## src/rtl/id_stage.sv

```systemverilog
// id_stage: LA32R decode stage with regfile, operand forwarding, load-use interlock and branch resolution
// Ports: clk/reset (sync, active-high); IF_to_ID_valid/IF_to_ID_bus {inst,pc} in, ID_allow out;
//   ID_to_IF_bus {br_taken,br_target} out; EXE_allow in, ID_to_EXE_valid/ID_to_EXE_bus out
//   {alu_op,src1,src2,rkd_value,mem_we,res_from_mem,gr_we,dest,pc};
//   EXE_fwd_bus {valid,gr_we,is_load,dest,result}, MEM_fwd_bus {valid,gr_we,dest,result},
//   WB_to_RF_bus {we,waddr,wdata} in.
module id_stage (
  input  logic         clk,
  input  logic         reset,
  input  logic         IF_to_ID_valid,
  input  logic [63:0]  IF_to_ID_bus,
  output logic         ID_allow,
  output logic [32:0]  ID_to_IF_bus,
  input  logic         EXE_allow,
  output logic         ID_to_EXE_valid,
  output logic [147:0] ID_to_EXE_bus,
  input  logic [39:0]  EXE_fwd_bus,
  input  logic [38:0]  MEM_fwd_bus,
  input  logic [37:0]  WB_to_RF_bus
);
  logic        id_valid, ready_go;
  logic [31:0] inst, pc;
  logic [31:0] rf [32];
  logic        wb_we;
  logic [4:0]  wb_dest;
  logic [31:0] wb_data;
  assign {wb_we, wb_dest, wb_data} = WB_to_RF_bus;
  always_ff @(posedge clk)
    if (reset) begin
      id_valid <= 1'b0;
      inst <= '0;
      pc <= '0;
    end else if (ID_allow) begin
      id_valid <= IF_to_ID_valid;
      if (IF_to_ID_valid) {inst, pc} <= IF_to_ID_bus;
    end
  always_ff @(posedge clk)
    if (wb_we && wb_dest != 5'd0) rf[wb_dest] <= wb_data;
  logic [4:0] rd, rj, rk, r2;
  assign rd = inst[4:0];
  assign rj = inst[9:5];
  assign rk = inst[14:10];
  logic i_add, i_sub, i_slt, i_sltu, i_and, i_or, i_nor, i_xor, i_sll, i_srl, i_sra;
  logic i_addi, i_lui, i_ld, i_st, i_beq, i_bne, i_b, i_bl, i_jirl;
  assign i_add  = inst[31:15] == 17'h00020;
  assign i_sub  = inst[31:15] == 17'h00022;
  assign i_slt  = inst[31:15] == 17'h00024;
  assign i_sltu = inst[31:15] == 17'h00025;
  assign i_nor  = inst[31:15] == 17'h00028;
  assign i_and  = inst[31:15] == 17'h00029;
  assign i_or   = inst[31:15] == 17'h0002a;
  assign i_xor  = inst[31:15] == 17'h0002b;
  assign i_sll  = inst[31:15] == 17'h00081;
  assign i_srl  = inst[31:15] == 17'h00089;
  assign i_sra  = inst[31:15] == 17'h00091;
  assign i_addi = inst[31:22] == 10'h00a;
  assign i_ld   = inst[31:22] == 10'h0a2;
  assign i_st   = inst[31:22] == 10'h0a6;
  assign i_lui  = inst[31:25] == 7'b0001010;
  assign i_jirl = inst[31:26] == 6'h13;
  assign i_b    = inst[31:26] == 6'h14;
  assign i_bl   = inst[31:26] == 6'h15;
  assign i_beq  = inst[31:26] == 6'h16;
  assign i_bne  = inst[31:26] == 6'h17;
  logic alu3r, shimm, link, use_rj, use_r2;
  assign alu3r  = i_add | i_sub | i_slt | i_sltu | i_and | i_or | i_nor | i_xor;
  assign shimm  = i_sll | i_srl | i_sra;
  assign link   = i_bl | i_jirl;
  assign use_rj = alu3r | shimm | i_addi | i_ld | i_st | i_beq | i_bne | i_jirl;
  assign use_r2 = alu3r | i_st | i_beq | i_bne;
  assign r2     = (i_st | i_beq | i_bne) ? rd : rk;
  function automatic logic [31:0] fwd(input logic [4:0] r, input logic [31:0] rfv,
                                      input logic [39:0] e, input logic [38:0] m, input logic [37:0] w);
    return r == 5'd0 ? 32'd0 :
           (e[39] && e[38] && e[36:32] == r) ? e[31:0] :
           (m[38] && m[37] && m[36:32] == r) ? m[31:0] :
           (w[37] && w[36:32] == r) ? w[31:0] : rfv;
  endfunction
  function automatic logic ld_hit(input logic [4:0] r, input logic [39:0] e);
    return r != 5'd0 && e[39] && e[38] && e[37] && e[36:32] == r;
  endfunction
  logic [31:0] rj_v, r2_v, si12, ui5, lui, offs16, offs26, src1, src2, target;
  assign rj_v   = fwd(rj, rf[rj], EXE_fwd_bus, MEM_fwd_bus, WB_to_RF_bus);
  assign r2_v   = fwd(r2, rf[r2], EXE_fwd_bus, MEM_fwd_bus, WB_to_RF_bus);
  assign ready_go = !((use_rj && ld_hit(rj, EXE_fwd_bus)) || (use_r2 && ld_hit(r2, EXE_fwd_bus)));
  assign si12   = {{20{inst[21]}}, inst[21:10]};
  assign ui5    = {27'd0, inst[14:10]};
  assign lui    = {inst[24:5], 12'd0};
  assign offs16 = {{14{inst[25]}}, inst[25:10], 2'b00};
  assign offs26 = {{4{inst[9]}}, inst[9:0], inst[25:10], 2'b00};
  assign src1   = link ? pc : rj_v;
  assign src2   = (i_addi | i_ld | i_st) ? si12 : shimm ? ui5 : i_lui ? lui : link ? 32'd4 : r2_v;
  assign target = i_jirl ? rj_v + offs16 : (i_beq | i_bne) ? pc + offs16 : pc + offs26;
  logic [11:0] alu_op;
  logic        gr_we, taken, br_taken;
  assign alu_op = {i_lui, i_sra, i_srl, i_sll, i_xor, i_or, i_nor, i_and, i_sltu, i_slt, i_sub,
                   i_add | i_addi | i_ld | i_st | link};
  assign gr_we  = alu3r | shimm | i_addi | i_lui | i_ld | link;
  assign taken  = (i_beq && rj_v == r2_v) | (i_bne && rj_v != r2_v) | i_b | link;
  assign br_taken = !reset && id_valid && ready_go && taken;
  assign ID_to_IF_bus    = {br_taken, br_taken ? target : 32'd0};
  assign ID_allow        = !id_valid || (ready_go && EXE_allow);
  assign ID_to_EXE_valid = id_valid && ready_go;
  assign ID_to_EXE_bus   = {alu_op, src1, src2, r2_v, i_st, i_ld, gr_we, i_bl ? 5'd1 : rd, pc};
endmodule

```

## config.mk

```make
export PLATFORM = sky130hd
export DESIGN_NAME = id_stage
export DESIGN_NICKNAME = d
export VERILOG_FILES = /design/src/rtl/id_stage.sv
export SDC_FILE = /design/constraint.sdc
export NUM_CORES = 2
export LEC_CHECK = 0
export BUFFER_PORTS_ARGS = -buffer_cell sky130_fd_sc_hd__buf_2
export CAP_MARGIN = 20
export CORE_MARGIN = 4
export CORE_UTILIZATION = 50
export CTS_CLUSTER_SIZE = 28
export DETAILED_ROUTE_END_ITERATION = 10
export HOLD_SLACK_MARGIN = 0.1
export PLACE_DENSITY = 0.68
export SLEW_MARGIN = 0
export SYNTH_ARGS = -nofsm -noshare
export SYNTH_HDL_FRONTEND = slang
export SYNTH_SLANG_ARGS = --single-unit
```

## constraint.sdc

```tcl
create_clock -name clk -period 19.5 [get_ports clk]
set_clock_uncertainty 0.15 [all_clocks]
set_input_delay 0.975 -clock clk [delete_from_list [all_inputs] [get_ports clk]]
set_output_delay 0.975 -clock clk [all_outputs]
set_load 0.005 [all_outputs]
```

== Word-level counts from Yosys, hierarchy flattened ==
Memory sizes are Yosys's and may differ from the RTL's. A register that Yosys moved wholly into a read port is not among the register bits.
Cells that the tools add are included.
W data, S select, Z words.

* Magnitude comparators: 0
* Equal/unequal tests: 28
* Muxes and demuxes: 22
* Bitwise logic cells: 35
* Add/sub/neg operators: 3
* Shift operators: 0
* Reduce and logical (&&, ||, !) cells: 37
* Div/mod/pow operators: 0
* Multiply operators: 0

{| class="wikitable"
|+ Operators with widths
! kind !! count
|-
| $mux W32 || 16
|-
| $eq A17 B6 Y1 const B || 8
|-
| $add A32 B32 Y32 || 3
|-
| $eq A17 B8 Y1 const B || 3
|-
| $or A1 B1 Y1 || 35
|-
| $eq A32 B32 Y1 || 1
|-
| $ne A32 B32 Y1 || 1
|-
| $eq A5 B5 Y1 || 6
|-
| $eq A6 B5 Y1 const B || 5
|-
| $logic_and A1 B1 Y1 || 26
|-
| $eq A10 B8 Y1 const B || 2
|-
| $mux W5 || 4
|-
| $reduce_bool A5 Y1 || 3
|-
| $eq A10 B4 Y1 const B || 1
|-
| $logic_not A5 Y1 || 2
|-
| $eq A7 B4 Y1 const B || 1
|-
| $logic_not A1 Y1 || 3
|-
| $logic_or A1 B1 Y1 || 2
|-
| $mux W1 || 2
|-
| $reduce_and A2 Y1 || 1
|}

* Latch bits: 0
* Bits of input ports: 185
* Memory bits (writable): 1,024
* ROM bits: 0
* Memories: 1
* Flip-flop bits (word level): 65

{| class="wikitable"
|+ Memories
! name !! depth !! bits a word !! read ports !! clocked after Yosys merged registers in !! wr ports !! RTL line !! source
|-
| rf || 32 || 32 || 2 || 1 || 1 || 23 || <nowiki>logic [31:0] rf [32];</nowiki>
|}

== Logic depth before layout (Yosys ltp) ==
* Depth after elaboration: 23
* Depth in mapped cells: 29
* Mapped depth without buffers: 24

== Worst setup path after synthesis ==
Ideal clock, no wire load.

* Path type: reg-to-output
* Start: register with a tool-made name
* End: output ID_to_IF_bus[24]
* Setup slack: 12.064 ns
* Arrival time: 6.311 ns
* Stages on the path, launching flop included: 30
* Path through: dfxtp_1 > buf_2 > buf_2 > buf_2 > buf_2 > buf_2 > mux4_2 > a22oi_1 > nand2_1 > a211o_1 > o21ai_0 > o21ai_0 > o211ai_1 > inv_1 > ha_1 > fa_1 > a21o_1 > a21oi_1 > nor2b_1 > o21a_1 > o311a_1 > a2111oi_0 > nor3_1 > a311o_1 > a21o_1 > a21oi_1 > o21ai_0 > xor2_1 > a21oi_1 > nor3_1

{| class="wikitable"
|+ RTL lines
! element !! RTL line !! source
|-
| end, declared || 13 || <nowiki>output logic [32:0] ID_to_IF_bus,</nowiki>
|}

==> impl_metrics.xml <==
<?xml version="1.0" encoding="UTF-8"?>
<metrics>
  <group name="global_route">
    <metric name="grt_antenna_before_repair" unit="">22</metric>
    <metric name="grt_util_all_layers" unit="%">39.2</metric>
    <metric name="first_pass_grt_wire_length" unit="um">339000</metric>
    <metric name="grt_max_degree" unit="">122</metric>
    <metric name="grt_remaining_overflow" unit="">0</metric>
    <metric name="grt_pass1_vias" unit="">44300</metric>
  </group>
  <group name="clock_tree">
    <metric name="cts_hold_repair.buffers" unit="">0</metric>
    <metric name="clk_pin_slew" unit="ps">60</metric>
    <metric name="cell_chosen_for_the_clock_root" unit="">clkbuf_16</metric>
    <metric name="postCtsSetupBuffers" unit="">0</metric>
    <metric name="cts_tree" unit="">built</metric>
    <metric name="cts_inserted_buffers" unit="">113</metric>
    <metric name="cts-resized-gates" unit="">0</metric>
    <metric name="cts-root-to-sink-buffers" unit="">3</metric>
    <metric name="clock_tree.htree_level_count" unit="">3</metric>
    <metric name="cts.sinks" unit="">1094</metric>
    <metric name="clk-insertion-delay-late" unit="ps">740</metric>
  </group>
  <group name="floorplanning">
    <metric name="row_count" unit="">125</metric>
    <metric name="die-width" unit="um">351</metric>
    <metric name="initial_utilization" unit="%">50.5</metric>
    <metric name="dieHeight" unit="um">351</metric>
    <metric name="floorplan.io_pins" unit="">368</metric>
    <metric name="design.die.area" unit="um^2">123000</metric>
    <metric name="core_area" unit="um^2">117000</metric>
  </group>
  <group name="sta">
    <metric name="finalCritPeriodShare" unit="%">53.3</metric>
    <metric name="grt_setup_unrepaired" unit="">false</metric>
    <metric name="tightest_slew" unit="ps">1270</metric>
    <metric name="achievable_freq" unit="MHz">96.2</metric>
    <metric name="setup_total_negative_slack" unit="ps">0</metric>
    <metric name="final-hold-violation-count" unit="">0</metric>
    <metric name="max_slew_margin" unit="%">15.2</metric>
    <metric name="period_minus_slack" unit="ps">10390</metric>
    <metric name="maxSlewViolCount" unit="">0</metric>
    <metric name="setup_viol" unit="">0</metric>
  </group>
  <group name="routing">
    <metric name="met3_wirelength" unit="um">36400</metric>
    <metric name="drt_pre_antenna_iters" unit="">6</metric>
    <metric name="vias_per_cell" unit="">7.09</metric>
    <metric name="number_of_nets_with_antenna_violations_after_routing" unit="">0</metric>
    <metric name="dr.max_layer_used" unit="">met5</metric>
    <metric name="initialDrtViolationCount" unit="">7808</metric>
    <metric name="routed_wl" unit="um">246000</metric>
    <metric name="detail_route.wirelength.met1" unit="um">82700</metric>
    <metric name="route.met2.wl" unit="um">105000</metric>
    <metric name="drc" unit="">0</metric>
    <metric name="wl_per_cell" unit="um">37.2</metric>
    <metric name="route.vias.total" unit="">47000</metric>
  </group>
  <group name="critical_path">
    <metric name="crit_path_max_incr_delay" unit="ps">720</metric>
    <metric name="cp_num_cells" unit="">27</metric>
    <metric name="worst_path_max_delay_cell" unit="">dfxtp_4</metric>
    <metric name="timing.critical_path.max_delay_family" unit="">compound AO/OA/AOI/OAI gates</metric>
    <metric name="cp.buffers_inverters" unit="">7</metric>
    <metric name="worst-endpoint-arrival" unit="ps">9270</metric>
    <metric name="crit_top_cell" unit="">a21oi_1</metric>
    <metric name="critPathCaptureType" unit="">primary output</metric>
    <metric name="required" unit="ps">18380</metric>
    <metric name="timing_worst_setup_path_type" unit="">flip-flop to primary output</metric>
    <metric name="worstSetupStartpointType" unit="">flip-flop</metric>
    <metric name="r2r_cells" unit="">17</metric>
    <metric name="cp_max_fo" unit="">87</metric>
    <metric name="r2r_start" unit="">inst[24]</metric>
  </group>
  <group name="synth">
    <metric name="syn-mean-instance-area" unit="um^2">12.5</metric>
    <metric name="post_synthesis_sequential_element_count" unit="">1094</metric>
    <metric name="synth_sequential_area_ratio" unit="%">54.7</metric>
    <metric name="post_synth_instance_area" unit="um^2">58800</metric>
    <metric name="synth_ff_type" unit="">edfxtp_1</metric>
    <metric name="yosys.cell_types.count" unit="">101</metric>
    <metric name="synthCells" unit="">4697</metric>
    <metric name="synth-warning-count" unit="">0</metric>
    <metric name="ys_async_sr_fraction" unit="%">0</metric>
    <metric name="synth-edff-count" unit="">1024</metric>
  </group>
  <group name="cells_and_area">
    <metric name="final_cell_area" unit="um^2">66200</metric>
    <metric name="drive_above_1_share" unit="%">22.2</metric>
    <metric name="area_growth" unit="%">12.6</metric>
    <metric name="fin_nets" unit="">5250</metric>
  </group>
  <group name="pwr">
    <metric name="worst_ir_drop_vdd" unit="mV">0.0794</metric>
    <metric name="cellLeakagePower" unit="uW">0.0233</metric>
    <metric name="power_density" unit="nW/um^2">87.5</metric>
  </group>
  <group name="job">
    <metric name="drv_cap" unit="">0</metric>
  </group>
  <group name="placement">
    <metric name="placed_area" unit="um^2">62500</metric>
    <metric name="port-buffer-count" unit="">367</metric>
    <metric name="place_hpwl" unit="um">156000</metric>
    <metric name="finalWeightedCongestion" unit="">0.991</metric>
  </group>
  <group name="worst_hold_path">
    <metric name="timing.hold.worst_path_depth" unit="">3</metric>
    <metric name="hold_path.startpoint" unit="">IF_to_ID_bus[27]</metric>
    <metric name="hold_path.class" unit="">input pin to flip-flop</metric>
  </group>
  <group name="outcome">
    <metric name="run_status" unit="">complete, no violations</metric>
  </group>
</metrics>
==> metal layers <==
| layer | vias up | GRT usage [%] |
|---|---|---|
| li1 | 18900 | - |
| met1 | 23000 | 48.4 |
| met2 | 4041 | 57.2 |
| met3 | 1008 | 13.3 |
| met4 | 26 | 29.2 |
| met5 | - | 0 |
==> report_power, final <==
part | internal (uW) | total [uW] | switching (uW)
Combinational | 338 | 991 | 653
Sequential | 2610 | 2650 | 41.4
Clock | 1210 | 2160 | 946
==> per-stage QoR <==
step	total power, uW	std cells	worst slack, ps	hold slack [ps]	utilization (%)
after CTS	5750	6616	9230	286	56.8
after global placement	3630	6402	9450	325	53.6
after floorplan	3210	4728	12060	321	-
after detailed placement	3640	6409	10080	331	53.6
after global routing	5940	6623	8370	315	56.8
final	5800	6633	9110	315	56.8
==> Yosys cell counts (all sizes together) (14+ instances only) <==
cell type	count	share of area, %
clkbuf	173	1.1
nand2b	15	0.16
buf	194	1.8
nor4	22	0.31
nand2	729	4.7
xor2	25	0.37
and2	23	0.24
ha	58	1.2
or3	19	0.20
inv	67	0.43
a32oi	14	0.21
a31oi	47	0.50
mux2i	340	5.8
o21ai	127	1.1
nor2	188	1.2
nor2b	22	0.23
o211ai	41	0.56
a21o	38	0.49
xnor2	57	0.85
and3	46	0.49
a21oi	242	2.1
o221ai	15	0.23
o31ai	22	0.28
a211oi	24	0.34
mux2	55	1.1
o22ai	65	0.69
dfxtp	70	2.4
a2111oi	15	0.26
o2111ai	20	0.30
nor3	83	0.71
a22o	15	0.22
nand3	182	1.6
a22oi	92	1.2
edfxtp	1024	52
nand4	32	0.35
mux4	286	11
a221oi	19	0.28
==> sequential cells by signal, summed over array words and instances (netlist names), named ones only <==
signal	count
inst	32
rf	1024
id_valid	1
pc	32
==> logic make-up (layout without fill, tap and decap cells) <==
family,after synthesis,after routing,share of synthesized area [%]
compound gates,927,927,10.7
xor+xnor,82,82,1.22
fa+ha+maj,60,60,1.30
buf+inv,434,803,3.38
flops,1094,1094,54.7
mux,681,681,17.8
other cells,1,44,0.00638
simple gates,1418,1418,10.9
==> final cells by class <==
type / count / area, um^2
antenna: 12 / 30.0
timing repair buffer: 529 / 3140
fill: 9459 / 50300
sequential: 1094 / 32200
tap: 1524 / 1910
clock inverter: 62 / 602
multi-input combinational: 3200 / 25100
clock buffer: 145 / 3040
inverter: 67 / 251
==> final timing paths <==
kind / slack [ps] / end
hold reg to reg: 340 / pc[12]
hold / removal: 310 / pc[27]
setup reg to reg: 11850 / inst[5]
setup / recovery: 9110 / ID_to_IF_bus[31]
==> cell usage in the layout (no fill, tap or decap), drive strengths merged, types with 14 or more instances in the layout <==
master      n
a32oi      14
a31oi      47
nand2b     15
a2111oi    15
a221oi     19
conb       32
clkinv     43
nor3       83
a21oi     242
a211oi     24
o2111ai    20
a21o       38
a22oi      92
dfxtp      70
nand2     729
and2       23
nor2      188
a22o       15
xor2       25
nand4      32
ha         58
nor2b      22
buf       527
mux2       55
o22ai      65
inv        75
o31ai      22
xnor2      57
clkbuf    146
o21ai     127
or3        19
o211ai     41
nand3     182
edfxtp   1024
mux2i     340
o221ai     15
nor4       22
mux4      286
and3       46
==> tightest hold or removal path, delay by kind of cell <==
kind | cells | cell delay [ps]
and+or+nand+nor | 1 | 40
AOI/OAI and AO/OA | 1 | 50
buffers and inverters | 1 | 100
(Power assumes the default switching activity.)
